<file path="src/rtl/sdes_pkg.sv">
// sdes_pkg: shared definitions for the sequential S-DES controller.
//   - FSM state encodings (IDLE, R1, R2, DONE)
//   - S-DES permutation, expansion, S-box and key-schedule helpers
// Bit numbering: bit [N-1] of every vector is bit 1 of the standard.
// Optional feature macro used by the controller: SDES_CTRL_DECRYPT_EN.
package sdes_pkg;

  localparam logic [1:0] IDLE = 2'd0;
  localparam logic [1:0] R1   = 2'd1;
  localparam logic [1:0] R2   = 2'd2;
  localparam logic [1:0] DONE = 2'd3;

  function automatic logic [7:0] ip(input logic [7:0] x);
    return {x[6], x[2], x[5], x[7], x[4], x[0], x[3], x[1]};
  endfunction

  function automatic logic [7:0] iip(input logic [7:0] x);
    return {x[4], x[7], x[5], x[3], x[1], x[6], x[0], x[2]};
  endfunction

  function automatic logic [7:0] ep(input logic [3:0] r);
    return {r[0], r[3], r[2], r[1], r[2], r[1], r[0], r[3]};
  endfunction

  function automatic logic [3:0] p4(input logic [3:0] s);
    return {s[2], s[0], s[1], s[3]};
  endfunction

  // Row = outer bits {3,0}, column = inner bits {2,1}; index = row*4 + col.
  function automatic logic [1:0] s0(input logic [3:0] n);
    logic [1:0] v;
    case ({n[3], n[0], n[2], n[1]})
      4'd0:    v = 2'd1;
      4'd1:    v = 2'd0;
      4'd2:    v = 2'd3;
      4'd3:    v = 2'd2;
      4'd4:    v = 2'd3;
      4'd5:    v = 2'd2;
      4'd6:    v = 2'd1;
      4'd7:    v = 2'd0;
      4'd8:    v = 2'd0;
      4'd9:    v = 2'd2;
      4'd10:   v = 2'd1;
      4'd11:   v = 2'd3;
      4'd12:   v = 2'd3;
      4'd13:   v = 2'd1;
      4'd14:   v = 2'd3;
      default: v = 2'd2;
    endcase
    return v;
  endfunction

  function automatic logic [1:0] s1(input logic [3:0] n);
    logic [1:0] v;
    case ({n[3], n[0], n[2], n[1]})
      4'd0:    v = 2'd0;
      4'd1:    v = 2'd1;
      4'd2:    v = 2'd2;
      4'd3:    v = 2'd3;
      4'd4:    v = 2'd2;
      4'd5:    v = 2'd0;
      4'd6:    v = 2'd1;
      4'd7:    v = 2'd3;
      4'd8:    v = 2'd3;
      4'd9:    v = 2'd0;
      4'd10:   v = 2'd1;
      4'd11:   v = 2'd0;
      4'd12:   v = 2'd2;
      4'd13:   v = 2'd1;
      4'd14:   v = 2'd0;
      default: v = 2'd3;
    endcase
    return v;
  endfunction

  // P10, shifts and P8 flattened into direct bit selects.
  function automatic logic [7:0] k1_of(input logic [9:0] key);
    return {key[9], key[3], key[1], key[6], key[2], key[7], key[0], key[4]};
  endfunction

  function automatic logic [7:0] k2_of(input logic [9:0] key);
    return {key[2], key[7], key[4], key[5], key[0], key[8], key[1], key[9]};
  endfunction

endpackage

</file>
<file path="src/rtl/sdes_ctrl_round.sv">
// sdes_round: one combinational S-DES Feistel round, without the swap.
//   l_in  [3:0]  left half
//   r_in  [3:0]  right half
//   key   [7:0]  round key
//   l_out [3:0]  l_in ^ F(r_in, key)
module sdes_round
  import sdes_pkg::*;
(
  input  logic [3:0] l_in,
  input  logic [3:0] r_in,
  input  logic [7:0] key,
  output logic [3:0] l_out
);

  logic [7:0] mixed;
  logic [3:0] sbox_out;

  always_comb begin
    mixed    = ep(r_in) ^ key;
    sbox_out = {s0(mixed[7:4]), s1(mixed[3:0])};
    l_out    = l_in ^ p4(sbox_out);
  end

endmodule

</file>
<file path="src/rtl/sdes_ctrl.sv">
// sdes_ctrl: sequential S-DES engine. One block + key accepted over a
// valid/ready handshake, two rounds on a shared round instance (one per
// clock), result returned over a second valid/ready handshake.
//   clk, rst             clock, async active-high reset
//   in_valid/in_ready    input handshake; in_data[7:0], in_key[9:0]
//   decrypt              only with SDES_CTRL_DECRYPT_EN: swap key order
//   out_valid/out_ready  output handshake; out_data[7:0]
//   busy                 high whenever the FSM is not IDLE
// Macro SDES_CTRL_DECRYPT_EN adds the decrypt port and mode register;
// without it the block always encrypts.
module sdes_ctrl
  import sdes_pkg::*;
(
  input  logic       clk,
  input  logic       rst,
  input  logic       in_valid,
  output logic       in_ready,
  input  logic [7:0] in_data,
  input  logic [9:0] in_key,
`ifdef SDES_CTRL_DECRYPT_EN
  input  logic       decrypt,
`endif
  output logic       out_valid,
  input  logic       out_ready,
  output logic [7:0] out_data,
  output logic       busy
);

  logic [1:0] state_q, state_d;
  logic [3:0] l_q, l_d;
  logic [3:0] r_q, r_d;
  logic [7:0] k1_q, k1_d;
  logic [7:0] k2_q, k2_d;
  logic [7:0] out_data_q, out_data_d;
  logic       out_valid_q, out_valid_d;
`ifdef SDES_CTRL_DECRYPT_EN
  logic       dec_q, dec_d;
`endif

  logic       accept;
  logic       use_k1;
  logic [7:0] round_key;
  logic [3:0] round_l;

  assign in_ready  = (state_q == IDLE) & ~rst;
  assign accept    = in_valid & in_ready;
  assign busy      = (state_q != IDLE);
  assign out_valid = out_valid_q;
  assign out_data  = out_data_q;

  // First round uses k1 and second k2; decrypt mode inverts that choice.
`ifdef SDES_CTRL_DECRYPT_EN
  assign use_k1 = (state_q == R1) ^ dec_q;
`else
  assign use_k1 = (state_q == R1);
`endif
  assign round_key = use_k1 ? k1_q : k2_q;

  sdes_round u_round (
    .l_in  (l_q),
    .r_in  (r_q),
    .key   (round_key),
    .l_out (round_l)
  );

  always_comb begin
    state_d     = state_q;
    l_d         = l_q;
    r_d         = r_q;
    k1_d        = k1_q;
    k2_d        = k2_q;
    out_data_d  = out_data_q;
    out_valid_d = out_valid_q;
`ifdef SDES_CTRL_DECRYPT_EN
    dec_d       = dec_q;
`endif
    case (state_q)
      IDLE: begin
        if (accept) begin
          {l_d, r_d} = ip(in_data);
          k1_d       = k1_of(in_key);
          k2_d       = k2_of(in_key);
`ifdef SDES_CTRL_DECRYPT_EN
          dec_d      = decrypt;
`endif
          state_d    = R1;
        end
      end
      R1: begin
        // Round plus the inter-round swap in a single update.
        l_d     = r_q;
        r_d     = round_l;
        state_d = R2;
      end
      R2: begin
        out_data_d  = iip({round_l, r_q});
        out_valid_d = 1'b1;
        state_d     = DONE;
      end
      DONE: begin
        if (out_ready) begin
          out_valid_d = 1'b0;
          state_d     = IDLE;
        end
      end
      default: state_d = IDLE;
    endcase
  end

  always_ff @(posedge clk or posedge rst) begin
    if (rst) begin
      state_q     <= IDLE;
      l_q         <= 4'h0;
      r_q         <= 4'h0;
      k1_q        <= 8'h00;
      k2_q        <= 8'h00;
      out_data_q  <= 8'h00;
      out_valid_q <= 1'b0;
`ifdef SDES_CTRL_DECRYPT_EN
      dec_q       <= 1'b0;
`endif
    end else begin
      state_q     <= state_d;
      l_q         <= l_d;
      r_q         <= r_d;
      k1_q        <= k1_d;
      k2_q        <= k2_d;
      out_data_q  <= out_data_d;
      out_valid_q <= out_valid_d;
`ifdef SDES_CTRL_DECRYPT_EN
      dec_q       <= dec_d;
`endif
    end
  end

endmodule
</file>
<file path="config.mk">
export PLATFORM = sky130hd
export DESIGN_NAME = sdes_ctrl
export DESIGN_NICKNAME = d
export VERILOG_FILES = /design/src/rtl/sdes_pkg.sv /design/src/rtl/sdes_ctrl_round.sv /design/src/rtl/sdes_ctrl.sv
export SDC_FILE = /design/constraint.sdc
export NUM_CORES = 1
export LEC_CHECK = 0
export ABC_AREA = 1
export BUFFER_PORTS_ARGS = -buffer_cell sky130_fd_sc_hd__buf_2
export CORE_AREA = 3 3 74 76
export DETAILED_ROUTE_END_ITERATION = 8
export DIE_AREA = 0 0 77 79
export PLACE_DENSITY = 0.66
export REMOVE_ABC_BUFFERS = 1
export SETUP_SLACK_MARGIN = 0.05
export SYNTH_ARGS = -nofsm -noshare
export SYNTH_HDL_FRONTEND = slang
export SYNTH_SLANG_ARGS = --single-unit
</file>
<file path="constraint.sdc">
create_clock -name clk -period 5.8 [get_ports clk]
set_input_delay 1.16 -clock clk [delete_from_list [all_inputs] [get_ports clk]]
set_output_delay 1.16 -clock clk [all_outputs]
set_load 0.01 [all_outputs]
</file>
* Word-level counts from Yosys, hierarchy flattened
Memories as Yosys holds them, arrays and structs flattened.
Index checks and enable logic that the tools add are counted.
** Cells by class
- Equal/unequal tests :: 5
- Mux-type cells :: 10
- Bitwise operators :: 5
- Reduce and logical (&&, ||, !) cells :: 8
** Operators with widths (count)
- 4-bit case mux with 2 select lines :: 2
- 4-bit two-way mux :: 2
- 8-bit two-way mux :: 1
- 2-bit case mux with 4 select lines :: 1
- 2-bit AND reduction :: 4
- 8-bit bitwise XOR :: 1
- 2-bit nonzero test :: 3
- 2-bit == test (second input constant) :: 2
- 2-bit two-way mux :: 2
- 2-bit != test (second input constant) :: 2
- 4-bit bitwise XOR :: 1
- 1-bit AND :: 2
- 2-bit by 1-bit == test with 1-bit output (second input constant) :: 1
- 2-bit zero test :: 1
- 1-bit case mux with 2 select lines :: 1
- 1-bit two-way mux :: 1
- 1-bit inverter :: 1
** Storage, ports and cells
- Register bits :: 35
- ROM bits :: 64
- Input bits :: 22
- Output and inout bits :: 11
- Word-level logic and storage cells :: 37
- Memories :: 2
** Memory list
- (no name shown) :: words 16, bits a word 2, rd ports 1, clocked after memory_dff 0, wr ports 0, RTL line sdes_pkg.sv:32 : case ({n[3], n[0], n[2], n[1]})
- (no name shown) :: words 16, bits a word 2, rd ports 1, clocked after memory_dff 0, wr ports 0, RTL line sdes_pkg.sv:55 : case ({n[3], n[0], n[2], n[1]})

* Depth between registers and ports, before layout
Gate-level depths: netlist of the first run.
An unclocked memory read counts as a cell.
- Depth after elaboration :: 6
- Mapped depth :: 16
- Gate-level depth less buffers :: 15

* By module
A second synthesis of the first run with hierarchy kept.
** Second synthesis, totals
- Cells, all modules :: 253
- Area, all modules :: 1809.2 sq um
** Modules (own cells, without submodules)
- sdes_ctrl :: times used 1, cells an instance 178, area each 1477.7 sq um, seq. area each 725.7 sq um
- sdes_round :: times used 1, cells an instance 75, area each 331.6 sq um, seq. area each 0.0 sq um

* Worst setup path before layout of the first run
OpenSTA, ideal clock, no wires.
- Kind :: input port to output port
- Start point :: input rst
- End point :: output in_ready
- Data arrival time :: 1.359 ns
- Data required time :: 4.640 ns
- Slack :: 3.281 ns
- Stages :: 1
- Buffers on the path :: 0
- Path through :: nor2_1
** Between the ends
- Cells in the longest elaborated chain, start to end :: 2
** RTL lines
- start: declaration :: RTL line sdes_ctrl.sv:15 : input logic rst,
- 1-bit inverter :: RTL line sdes_ctrl.sv:45 : assign in_ready = (state_q == IDLE) & ~rst;
- 1-bit AND :: RTL line sdes_ctrl.sv:45
- end: declaration :: RTL line sdes_ctrl.sv:17 : output logic in_ready,
No other way between the ends.

* Worst setup path in the final report of the first run
Same ends and word-level chain as after synthesis.

==> impl_table.tex, run 1 <==
\begin{tabular}{lr}
\hline
Metric & Value \\
\hline
\multicolumn{2}{l}{\textbf{Global routing}} \\
Largest net degree at the start of global routing & 30 \\
Overall track demand over capacity in global routing & between 15 and 20\% \\
GRT overflow & 0 \\
Vias in the first global route & approximately 1,700 \\
Initial antenna violation count & 0 \\
Global-route wire length before repair & 7.51 mm \\
\multicolumn{2}{l}{\textbf{Critical path}} \\
Arrival time at the worst endpoint & 1.54 ns \\
Worst Reg2Reg Path Length in Cells & 13 \\
Startpoint-to-endpoint class of the critical path & in2out \\
Required time at the worst-slack endpoint & around 4.6 ns \\
Reg-to-reg startpoint & state\_q[1] \\
R2R Path End & r\_q[1] \\
Critical path startpoint category & primary input \\
Slack of the worst reg-to-reg path & 3.28 ns \\
Maximum fanout along the worst path & 2 \\
Critical Path Sink Type & primary output \\
\multicolumn{2}{l}{\textbf{Power}} \\
Leakage power total & 1.19 nW \\
Maximum ir drop on the vdd rail & approximately 0.25 mV \\
Power per standard cell area & roughly 700 mW/mm2 \\
Post-layout total power & between 1 and 1.5 mW \\
\multicolumn{2}{l}{\textbf{Yosys}} \\
Synthesis Warnings & 0 \\
Most used DFF post-synth & sky130\_fd\_sc\_hd\_\_dfrtp\_1 \\
Mapped Avg Cell Area & $\sim$7.1 um2 \\
Gate count after technology mapping & 259 \\
Number of distinct library cell variants in the gate-level netlist after synthesis & 24 \\
Area share of the leading cell type in the synthesized netlist & between 30\% and 40\% \\
Cells taking the most area after synthesis & sky130\_fd\_sc\_hd\_\_dfrtp\_1 39\%, sky130\_fd\_sc\_hd\_\_nand2\_1 22\%, sky130\_fd\_sc\_hd\_\_nand3\_1 8.7\% \\
Post-synth ARST share & 100\% \\
Sequential cell area fraction in the yosys report & about two fifths \\
Cell area after synthesis & 0.00184 mm2 \\
Most common cell in the synthesized netlist & sky130\_fd\_sc\_hd\_\_nand2\_1 \\
Most frequent cells after synthesis & 106 x sky130\_fd\_sc\_hd\_\_nand2\_1, 32 x sky130\_fd\_sc\_hd\_\_nand3\_1, 29 x sky130\_fd\_sc\_hd\_\_dfrtp\_1 \\
Cell type with the largest total area after synthesis & sky130\_fd\_sc\_hd\_\_dfrtp\_1 \\
Count of flip-flops with a built-in enable after synthesis & 0 \\
Register bit total from synthesis & 29 \\
\multicolumn{2}{l}{\textbf{Final layout}} \\
Share of layout cells above drive strength 1 & between 20 and 25\% \\
Nets@finish & about 320 \\
Area growth from synthesis to final layout & 18.5\% \\
Core utilization of the finished layout & a little under half \\
Area occupied by multi-input gates & 942 um2 \\
Filler cell count in the final layout & $\sim$510 \\
Ant diodes & 0 \\
Post-layout instance count excluding filler cells & between 300 and 400 \\
Register Area & between 700 and 800 um2 \\
Post-route cell area & between 0.002 and 0.0025 mm2 \\
\multicolumn{2}{l}{\textbf{Die}} \\
Overall die height & slightly below 80 um \\
Area of the die & 0.00608 mm2 \\
Die outline width & a little under 80 um \\
Number of primary I/O pins & 33 \\
Initial core utilization & about two fifths \\
Core Box Area & between 0.004 and 0.005 mm2 \\
Cell Rows & 25 \\
\multicolumn{2}{l}{\textbf{Place}} \\
Global placer's final weighted congestion & 0.871 \\
Area post-placement & approximately 0.0020 mm2 \\
PortBufs & 32 \\
HPWL after DPL & $\sim$3.2 mm \\
Setup Slack @ Placement & about 3.1 ns \\
Cell total after placement & 354 \\
\multicolumn{2}{l}{\textbf{STA}} \\
Number of failing setup endpoints in the final timing report & 0 \\
TNS Setup & 0 ns \\
Least-Margin Pin Slew & 1.13 ns \\
Worst hold-check slack & 0.473 ns \\
Worst clock skew & $\sim$0.007 ns \\
Number of slew-limit violations in the final report & 0 \\
Fmax & 371 MHz \\
Worst Slack Setup Final & roughly 3.1 ns \\
Setup repair after global routing missed its margin & false \\
Post-route clock period utilization & between 40\% and 50\% \\
Post-layout min period & 2.70 ns \\
Final-report hold violation count & 0 \\
Remaining max-slew budget at the tightest pin & about a quarter \\
\multicolumn{2}{l}{\textbf{Detailed routing}} \\
Detail Route met3 WL & between 200 and 250 um \\
Met1 layer wirelength in the final routing & roughly 2 mm \\
Total via count in the routed design & approximately 1,700 \\
Number of design rule violations left after detail routing & 0 \\
First-pass DRT Iterations & 4 \\
Routed wire length on met2 & between 1.5 and 2 mm \\
Average routed wire per standard cell & 11.6 um \\
Via count normalized by instance count & between 4 and 5 \\
Iteration-0 DRC Markers & between 100 and 150 \\
Final routed wirelength across all metal layers & $\sim$4.2 mm \\
Top layer in use & met4 \\
Routed Antenna Nets & 0 \\
\multicolumn{2}{l}{\textbf{Clock network}} \\
Clock sink count & 29 \\
Clock-pin slew reported for the worst setup and hold paths after clock tree synthesis & around 0.070 ns \\
Post-CTS Setup Inserts & 0 \\
Post\_cts resized & 0 \\
Count of hold-fix buffers inserted at cts & 0 \\
CTS tree & built \\
H-tree Lvls & 2 \\
Maximum number of buffers from clock root to sink & 2 \\
CTS Buf Count & 5 \\
Clk root buf & sky130\_fd\_sc\_hd\_\_clkbuf\_8 \\
Latest clock arrival within the worst-skew pair & about 0.30 ns \\
\multicolumn{2}{l}{\textbf{Worst hold path}} \\
Class of the tightest hold or removal check & reg2reg \\
Number of instances on the worst hold path & 2 \\
Hold wc startpoint & out\_data[2] \\
Worst min-delay path endpoint & out\_data[2] \\
\multicolumn{2}{l}{\textbf{Run}} \\
Total of max-cap violations & 0 \\
\multicolumn{2}{l}{\textbf{Run status}} \\
Run status & complete, no violations \\
\hline
\end{tabular}
-- report_power, final --
part	switching [mW]	total (mW)	internal, mW
clock	0.0863	0.257	0.171
combinational	0.540	0.847	0.307
sequential	0.0781	0.381	0.303
-- how the worst max path moves through the flow --
stage	startpoint	to	cells after the start
after floorplan	rst	in_ready	1
after global placement	rst	in_ready	3
after detailed placement	rst	in_ready	3
after CTS	rst	in_ready	3
after global routing	state_q[1]	r_q[1]	13
final	rst	in_ready	3
-- cells by family (layout without fill, tap and decap cells) --
family | count (synthesis) | in the layout | share of synthesized area (%)
adder cells (fa/ha/maj) | 7 | 7 | 4.76
buffers and inverters | 34 | 70 | 9.38
AND/OR/NAND/NOR | 163 | 163 | 38.5
AO/OA/AOI/OAI | 26 | 26 | 7.95
flip-flops | 29 | 29 | 39.4
-- sequential cells by signal, summed over array words and instances (netlist names) --
register / cells
k1_q: 7
k2_q: 3
l_q: 4
out_data: 8
out_valid: 1
r_q: 4
state_q: 2
-- worst max-delay path: stages --
cell and delay, ns:
sky130_fd_sc_hd__buf_2 0.10, sky130_fd_sc_hd__nor2_1 0.12, sky130_fd_sc_hd__buf_2 0.15
-- cell usage in the layout, fill, tap and decap left out, types with 2 or more instances in the layout --
cell	netlist	layout
sky130_fd_sc_hd__nand2_1	106	106
sky130_fd_sc_hd__nand3_1	32	32
sky130_fd_sc_hd__dfrtp_1	29	29
sky130_fd_sc_hd__o21ai_0	17	17
sky130_fd_sc_hd__inv_2	8	8
sky130_fd_sc_hd__ha_1	7	7
sky130_fd_sc_hd__buf_2	2	32
sky130_fd_sc_hd__nand2_2	9	9
sky130_fd_sc_hd__inv_1	19	19
sky130_fd_sc_hd__clkbuf_8	0	5
sky130_fd_sc_hd__nand2_4	2	2
sky130_fd_sc_hd__o211ai_1	4	4
sky130_fd_sc_hd__bufinv_16	0	2
sky130_fd_sc_hd__nor2_1	10	10
sky130_fd_sc_hd__o21ai_1	2	2
sky130_fd_sc_hd__nand3_2	2	2
-- routing by layer --
metal	global-route usage [%]	vias up
met3	3.85	5
met2	25.6	44
met1	19.3	796
met5	0	-
li1	-	890
met4	5.34	0
-- area by class of cell --
| type | count | area share [%] |
|---|---|---|
| Timing Repair Buffer | 33 | 7.69 |
| Multi-Input combinational cell | 196 | 43.2 |
| Inverter | 29 | 5.85 |
| Clock buffer | 5 | 3.16 |
| Sequential cell | 29 | 33.3 |
| Clock inverter | 3 | 2.98 |
| Tap cell | 67 | 3.84 |
Power figures use the tool's default switching activity.
==> inputs of run 2 (changes only) <==
- clock period: 5.8 -> 2.74 ns (I/O delays scaled with it)
==> impl_table.tex, run 2 (synthesis results as in run 1) <==
\begin{tabular}{lr}
\hline
Metric & Value \\
\hline
\multicolumn{2}{l}{\textbf{Final layout}} \\
Post-route cell area & 0.00214 mm2 \\
Share of layout cells above drive strength 1 & 21.9\% \\
Most used cells in the layout excluding fill and tap cells & 106 x sky130\_fd\_sc\_hd\_\_nand2\_1, 32 x sky130\_fd\_sc\_hd\_\_nand3\_1, 32 x sky130\_fd\_sc\_hd\_\_buf\_2, 29 x sky130\_fd\_sc\_hd\_\_dfrtp\_1, 19 x sky130\_fd\_sc\_hd\_\_inv\_1 \\
Nets@finish & 325 \\
Filler cell count in the final layout & roughly 520 \\
Ant diodes & 0 \\
Area growth from synthesis to final layout & 16.5\% \\
Most frequent standard cell in the layout excluding fill and tap cells & sky130\_fd\_sc\_hd\_\_nand2\_1 \\
Max reg flops & 8 \\
\multicolumn{2}{l}{\textbf{Place}} \\
Global placer's final weighted congestion & $\sim$0.9 \\
HPWL after DPL & 3.47 mm \\
Setup Slack @ Placement & $\sim$0.53 ns \\
PortBufs & 32 \\
Area post-placement & roughly 0.0021 mm2 \\
\multicolumn{2}{l}{\textbf{Critical path}} \\
Startpoint-to-endpoint class of the critical path & reg2reg \\
Arrival time at the worst endpoint & 2.38 ns \\
Maximum fanout along the worst path & 9 \\
Critical path startpoint category & flip-flop \\
Required time at the worst-slack endpoint & around 2.9 ns \\
Slack of the worst reg-to-reg path & around 0.53 ns \\
Critical Path Sink Type & flip-flop \\
\multicolumn{2}{l}{\textbf{Clock network}} \\
H-tree Lvls & 2 \\
Maximum number of buffers from clock root to sink & 2 \\
Post\_cts resized & 0 \\
CTS tree & built \\
Clock-pin slew reported for the worst setup and hold paths after clock tree synthesis & about 0.08 ns \\
Clk root buf & sky130\_fd\_sc\_hd\_\_clkbuf\_8 \\
Count of hold-fix buffers inserted at cts & 0 \\
Latest clock arrival within the worst-skew pair & 0.29 ns \\
Clock sink count & 29 \\
CTS Buf Count & 5 \\
Post-CTS Setup Inserts & 0 \\
\multicolumn{2}{l}{\textbf{Detailed routing}} \\
Number of design rule violations left after detail routing & 0 \\
Routed Antenna Nets & 0 \\
Final routed wirelength across all metal layers & between 4 and 5 mm \\
Iteration-0 DRC Markers & 130 \\
First-pass DRT Iterations & 4 \\
Average routed wire per standard cell & roughly 12 um \\
Total via count in the routed design & between 1,500 and 2,000 \\
Via count normalized by instance count & between 4 and 5 \\
\multicolumn{2}{l}{\textbf{Run}} \\
Total of max-cap violations & 0 \\
\multicolumn{2}{l}{\textbf{STA}} \\
Least-Margin Pin Slew & about 0.43 ns \\
Setup repair after global routing missed its margin & false \\
Post-layout min period & 2.21 ns \\
Final-report hold violation count & 0 \\
Fmax & between 400 and 500 MHz \\
Post-route clock period utilization & 80.6\% \\
TNS Setup & 0 ns \\
Remaining max-slew budget at the tightest pin & 71.1\% \\
Worst Slack Setup Final & approximately 0.53 ns \\
Number of failing setup endpoints in the final timing report & 0 \\
Number of slew-limit violations in the final report & 0 \\
Worst clock skew & roughly 0.012 ns \\
\multicolumn{2}{l}{\textbf{Die}} \\
Overall die height & approximately 79 um \\
Initial core utilization & a little under 40\% \\
Core Box Area & approximately 0.0048 mm2 \\
Die outline width & approximately 77 um \\
Number of primary I/O pins & 33 \\
Area of the die & 0.00608 mm2 \\
Cell Rows & 25 \\
\multicolumn{2}{l}{\textbf{Global routing}} \\
Largest net degree at the start of global routing & 30 \\
Global-route wire length before repair & around 8.0 mm \\
Overall track demand over capacity in global routing & $\sim$16\% \\
Initial antenna violation count & 0 \\
Vias in the first global route & about 1,800 \\
GRT overflow & 0 \\
\multicolumn{2}{l}{\textbf{Power}} \\
Maximum ir drop on the vdd rail & 0.539 mV \\
Power per standard cell area & approximately 1400 mW/mm2 \\
Leakage power total & 1.17 nW \\
\multicolumn{2}{l}{\textbf{Worst hold path}} \\
Class of the tightest hold or removal check & in2async \\
\multicolumn{2}{l}{\textbf{Run status}} \\
Run status & complete, no violations \\
\hline
\end{tabular}
[run 2: cell types whose count changed in the layout (fill, tap and decap cells not counted), sizes merged]
cell    delta
clkinv     +1
clkbuf     +1
buf        +2
bufinv     -2
[run 2: layout make-up]
class,count,area [um2],share of cell area (%)
clock buffers,6,72.6,3.38
clock inverters,2,10.0,0.467
inverters,29,128,5.95
multi-input cells,196,942,43.9
flip-flops and latches,29,726,33.8
well taps,67,83.8,3.91
repair buffers,35,183,8.52
[run 2: final timing paths]
check / start / cells past startpoint / to
max reg2reg: state_q[1] / 12 / r_q[1]
min in group clk: in_key[6] / 3 / k1_q[4]
max in group asynchronous: rst / 3 / k1_q[6]
max: state_q[1] / 12 / r_q[1]
min: rst / 3 / l_q[1]
min reg2reg: out_data[7] / 2 / out_data[7]
[run 2: critical path: stages (launching register included)]
cell	delay (ns)
sky130_fd_sc_hd__dfrtp_1	0.40
sky130_fd_sc_hd__inv_1	0.15
sky130_fd_sc_hd__ha_1	0.45
sky130_fd_sc_hd__inv_6	0.10
sky130_fd_sc_hd__nand2_1	0.08
sky130_fd_sc_hd__nand3_1	0.07
sky130_fd_sc_hd__nand2_2	0.10
sky130_fd_sc_hd__ha_1	0.22
sky130_fd_sc_hd__or2_1	0.24
sky130_fd_sc_hd__nand3_1	0.10
sky130_fd_sc_hd__nand3_1	0.08
sky130_fd_sc_hd__nand2_1	0.07
sky130_fd_sc_hd__nand2_1	0.05
[run 2: through the flow]
| stage | power, mW | util (%) | std cells | hold slack (ns) |
|---|---|---|---|---|
| global route | 3.33 | 44.8 | 364 | 0.398 |
| floorplan | 2.17 | - | 254 | 0.449 |
| detailed placement | 2.64 | 43.1 | 356 | 0.460 |
| CTS | 3.00 | 44.8 | 364 | 0.344 |
| finish | 2.98 | 44.8 | 364 | 0.327 |
| global placement | 2.57 | 43.1 | 356 | 0.459 |
[run 2: metal layers]
layer / routed length [um] / vias up / share of wire, % / track usage, %
li1: - / 890 / - / -
met4: 77 / 0 / 1.7 / 5.87
met5: 0 / - / 0 / 0
met1: 1990 / 765 / 44 / 19.7
met2: 2180 / 48 / 48 / 28.0
met3: 255 / 10 / 5.7 / 3.85
[run 2: where the power goes]
part / total (mW) / leakage, nW / internal (mW) / switching [mW]
Clock: 0.352 / 0.0450 / 0.176 / 0.176
Sequential: 0.807 / 0.356 / 0.641 / 0.166
Combinational: 1.82 / 0.774 / 0.659 / 1.16
Total: 2.98 / 1.17 / 1.48 / 1.50
==> inputs of run 3 (changes only) <==
- ABC_AREA: 1 -> 0
- CORE_AREA: 3 3 74 76 -> 3 3 69 71
- DIE_AREA: 0 0 77 79 -> 0 0 72 74
- PLACE_DENSITY: 0.66 -> 0.69
- clock period: 2.74 -> 1.9 ns (I/O delays scaled with it)
==> impl_table.tex, run 3 <==
\begin{tabular}{lr}
\hline
Metric & Value \\
\hline
\multicolumn{2}{l}{\textbf{Yosys}} \\
Synthesis Warnings & 0 \\
Most common cell in the synthesized netlist & sky130\_fd\_sc\_hd\_\_dfrtp\_1 \\
Register bit total from synthesis & 29 \\
Cells taking the most area after synthesis & sky130\_fd\_sc\_hd\_\_dfrtp\_1 45\%, sky130\_fd\_sc\_hd\_\_mux2\_2 11\%, sky130\_fd\_sc\_hd\_\_mux2i\_1 9.4\% \\
Cell area after synthesis & roughly 0.0016 mm2 \\
Most used DFF post-synth & sky130\_fd\_sc\_hd\_\_dfrtp\_1 \\
Gate count after technology mapping & 143 \\
Cell type with the largest total area after synthesis & sky130\_fd\_sc\_hd\_\_dfrtp\_1 \\
Number of distinct library cell variants in the gate-level netlist after synthesis & 28 \\
Area share of the leading cell type in the synthesized netlist & between 40\% and 50\% \\
Mapped Avg Cell Area & 11.2 um2 \\
Most frequent cells after synthesis & 29 x sky130\_fd\_sc\_hd\_\_dfrtp\_1, 15 x sky130\_fd\_sc\_hd\_\_mux2\_2, 15 x sky130\_fd\_sc\_hd\_\_mux2i\_1 \\
Sequential cell area fraction in the yosys report & 45.5\% \\
Count of flip-flops with a built-in enable after synthesis & 0 \\
Post-synth ARST share & 100\% \\
\multicolumn{2}{l}{\textbf{Critical path}} \\
R2R Path End & r\_q[1] \\
Most used cell along the critical path & sky130\_fd\_sc\_hd\_\_mux2i\_2 \\
Delay-heaviest family, CP & multiplexers \\
Critical Path Sink Type & flip-flop \\
Required time at the worst-slack endpoint & 2.08 ns \\
Startpoint-to-endpoint class of the critical path & reg2reg \\
Critical-path cell list & inv\_2 -> buf\_6 -> ha\_4 -> mux2i\_2 -> xor2\_1 -> buf\_4 -> ha\_4 -> mux2i\_2 -> mux2i\_2 -> xnor2\_2 -> a21oi\_1 -> a21o\_1 \\
Critical path startpoint category & flip-flop \\
Worst Reg2Reg Path Length in Cells & 12 \\
Maximum fanout along the worst path & 2 \\
WP buf/inv & 3 \\
CP max stage delay & 0.40 ns \\
Slack of the worst reg-to-reg path & -0.29 ns \\
Reg-to-reg startpoint & state\_q[1] \\
Worst-path cell with the longest stage delay & sky130\_fd\_sc\_hd\_\_dfrtp\_1 \\
Arrival time at the worst endpoint & between 2 and 2.5 ns \\
\multicolumn{2}{l}{\textbf{Global routing}} \\
Initial antenna violation count & 0 \\
GRT overflow & 0 \\
Largest net degree at the start of global routing & 30 \\
Overall track demand over capacity in global routing & about 14\% \\
Vias in the first global route & roughly 1,300 \\
Global-route wire length before repair & a little under 6 mm \\
\multicolumn{2}{l}{\textbf{Detailed routing}} \\
Via count normalized by instance count & about 5 \\
Final routed wirelength across all metal layers & between 3 and 4 mm \\
Number of design rule violations left after detail routing & 0 \\
Iteration-0 DRC Markers & 59 \\
Total via count in the routed design & between 1,000 and 1,500 \\
Average routed wire per standard cell & 14.0 um \\
Routed Antenna Nets & 0 \\
First-pass DRT Iterations & 4 \\
\multicolumn{2}{l}{\textbf{STA}} \\
Final-report hold violation count & 0 \\
Least-Margin Pin Slew & approximately 0.43 ns \\
Post-route clock period utilization & 115\% \\
Number of slew-limit violations in the final report & 0 \\
Remaining max-slew budget at the tightest pin & 71.5\% \\
Worst Slack Setup Final & -0.294 ns \\
Setup repair after global routing missed its margin & true \\
Post-layout min period & between 2 and 2.5 ns \\
Worst hold-check slack & 0.195 ns \\
Fmax & $\sim$460 MHz \\
Worst clock skew & 0.00592 ns \\
Number of failing setup endpoints in the final timing report & 9 \\
\multicolumn{2}{l}{\textbf{Final layout}} \\
Filler cell count in the final layout & between 300 and 400 \\
Area growth from synthesis to final layout & 42.0\% \\
Nets@finish & between 200 and 250 \\
Ant diodes & 0 \\
Most frequent standard cell in the layout excluding fill and tap cells & sky130\_fd\_sc\_hd\_\_buf\_2 \\
Share of layout cells above drive strength 1 & 55.4\% \\
Post-layout instance count excluding filler cells & 256 \\
Max reg flops & 8 \\
Most used cells in the layout excluding fill and tap cells & 31 x sky130\_fd\_sc\_hd\_\_buf\_2, 28 x sky130\_fd\_sc\_hd\_\_dfrtp\_1, 21 x sky130\_fd\_sc\_hd\_\_buf\_4, 14 x sky130\_fd\_sc\_hd\_\_mux2\_2, 11 x sky130\_fd\_sc\_hd\_\_o21ai\_0 \\
\multicolumn{2}{l}{\textbf{Run status}} \\
Run status & finished with violations \\
Violations in the final reports & setup timing \\
\multicolumn{2}{l}{\textbf{Clock network}} \\
Latest clock arrival within the worst-skew pair & $\sim$0.28 ns \\
Clock sink count & 29 \\
CTS tree & built \\
H-tree Lvls & 2 \\
Clk root buf & sky130\_fd\_sc\_hd\_\_clkbuf\_8 \\
Maximum number of buffers from clock root to sink & 2 \\
Count of hold-fix buffers inserted at cts & 0 \\
Clock-pin slew reported for the worst setup and hold paths after clock tree synthesis & 0.07 ns \\
CTS Buf Count & 5 \\
\multicolumn{2}{l}{\textbf{Die}} \\
Initial core utilization & a little under two fifths \\
Number of primary I/O pins & 33 \\
Die outline width & 72 um \\
Area of the die & roughly 0.0053 mm2 \\
Overall die height & approximately 74 um \\
Core Box Area & roughly 0.0043 mm2 \\
Cell Rows & 24 \\
\multicolumn{2}{l}{\textbf{Power}} \\
Post-layout total power & approximately 5.4 mW \\
Power per standard cell area & between 2000 and 2500 mW/mm2 \\
Maximum ir drop on the vdd rail & 0.844 mV \\
Leakage power total & approximately 1.1 nW \\
\multicolumn{2}{l}{\textbf{Place}} \\
PortBufs & 32 \\
Global placer's final weighted congestion & approximately 0.78 \\
Setup Slack @ Placement & -0.372 ns \\
HPWL after DPL & about 2.4 mm \\
Cell total after placement & roughly 240 \\
\multicolumn{2}{l}{\textbf{Run}} \\
Total of max-cap violations & 0 \\
\multicolumn{2}{l}{\textbf{Worst hold path}} \\
Class of the tightest hold or removal check & in2async \\
\hline
\end{tabular}
==> run 3: changes by cell type after synthesis, sizes merged, moves of 3 or more <==
cell	previous run	this run
a21oi	0	10
clkbuf	1	4
inv	28	7
mux2	0	15
mux2i	0	15
nand2	117	7
nand3	34	3
nor2	10	6
o211ai	4	0
o21ai	19	11
xnor2	0	9
xor2	0	5
==> run 3: through the flow <==
step           area [um2]  setup TNS [ns]  utilization (%)
5_1_grt              2260           -2.83             52.7
6_report             2260           -1.68             52.7
2_1_floorplan        1560           -3.93                -
4_1_cts              2130           -1.62             49.7
3_3_place_gp         1950           -1.97             45.3
3_5_place_dp         1950           -2.21             45.3
==> run 3: layer usage <==
metal  vias to the layer above  global-route usage (%)  part of all wire, %  wire (um)
met5                         -                       0                    0          0
li1                        617                       -                    -          -
met3                         7                    3.78                  3.8        138
met1                       605                    17.1                   43       1550
met2                        30                    24.4                   51       1850
met4                         0                    6.89                  1.7         61
==> run 3: how the worst max path moves through the flow <==
stage,start,to,depth (start not counted),slack (ns)
after CTS,state_q[1],out_data[2],11,-0.25
after detailed placement,state_q[1],r_q[0],10,-0.37
after global routing,state_q[1],r_q[1],12,-0.40
after floorplan,state_q[1],r_q[1],10,-0.61
after global placement,state_q[1],r_q[0],10,-0.34
final,state_q[1],r_q[1],12,-0.29
==> run 3: cell families after synthesis <==
family                     after synthesis  share of synthesized area, %
AOI/OAI and AO/OA                       30                          11.7
DFF                                     29                          45.5
buffers and inverters                   13                          3.61
muxes                                   30                          20.0
adders and majority gates                7                          5.49
and+or+nand+nor                         20                          5.57
xor gates and xnor gates                14                          8.16
==> run 3: what timing repair did <==
action | in CTS | in global routing
cloned | 0 | 0
endpoints found under the setup margin | 9 | 10
pin swaps | 15 | 10
buffers inserted | 4 | 2
resized for setup | 19 | 25
==> run 3: area by class of cell <==
cell class,instances,area (um2),area share [%]
clock buffers,6,72.6,3.20
clock inverters,2,10.0,0.442
inverters,7,28.8,1.27
multi-input cells,101,970,42.8
flip-flops and latches,29,727,32.1
well taps,52,65.1,2.87
repair buffers,59,392,17.3
==> run 3: report_power, final <==
group	total [mW]	switching [mW]	internal [mW]	leakage [nW]
clock network	0.487	0.234	0.253	0.0450
registers	1.23	0.287	0.940	0.346
logic	3.66	1.63	2.03	0.665
==> run 3: worst min-delay path, cell delays in order <==
cell	delay (ns)
sky130_fd_sc_hd__buf_2	0.12
sky130_fd_sc_hd__inv_1	0.05
sky130_fd_sc_hd__buf_4	0.34
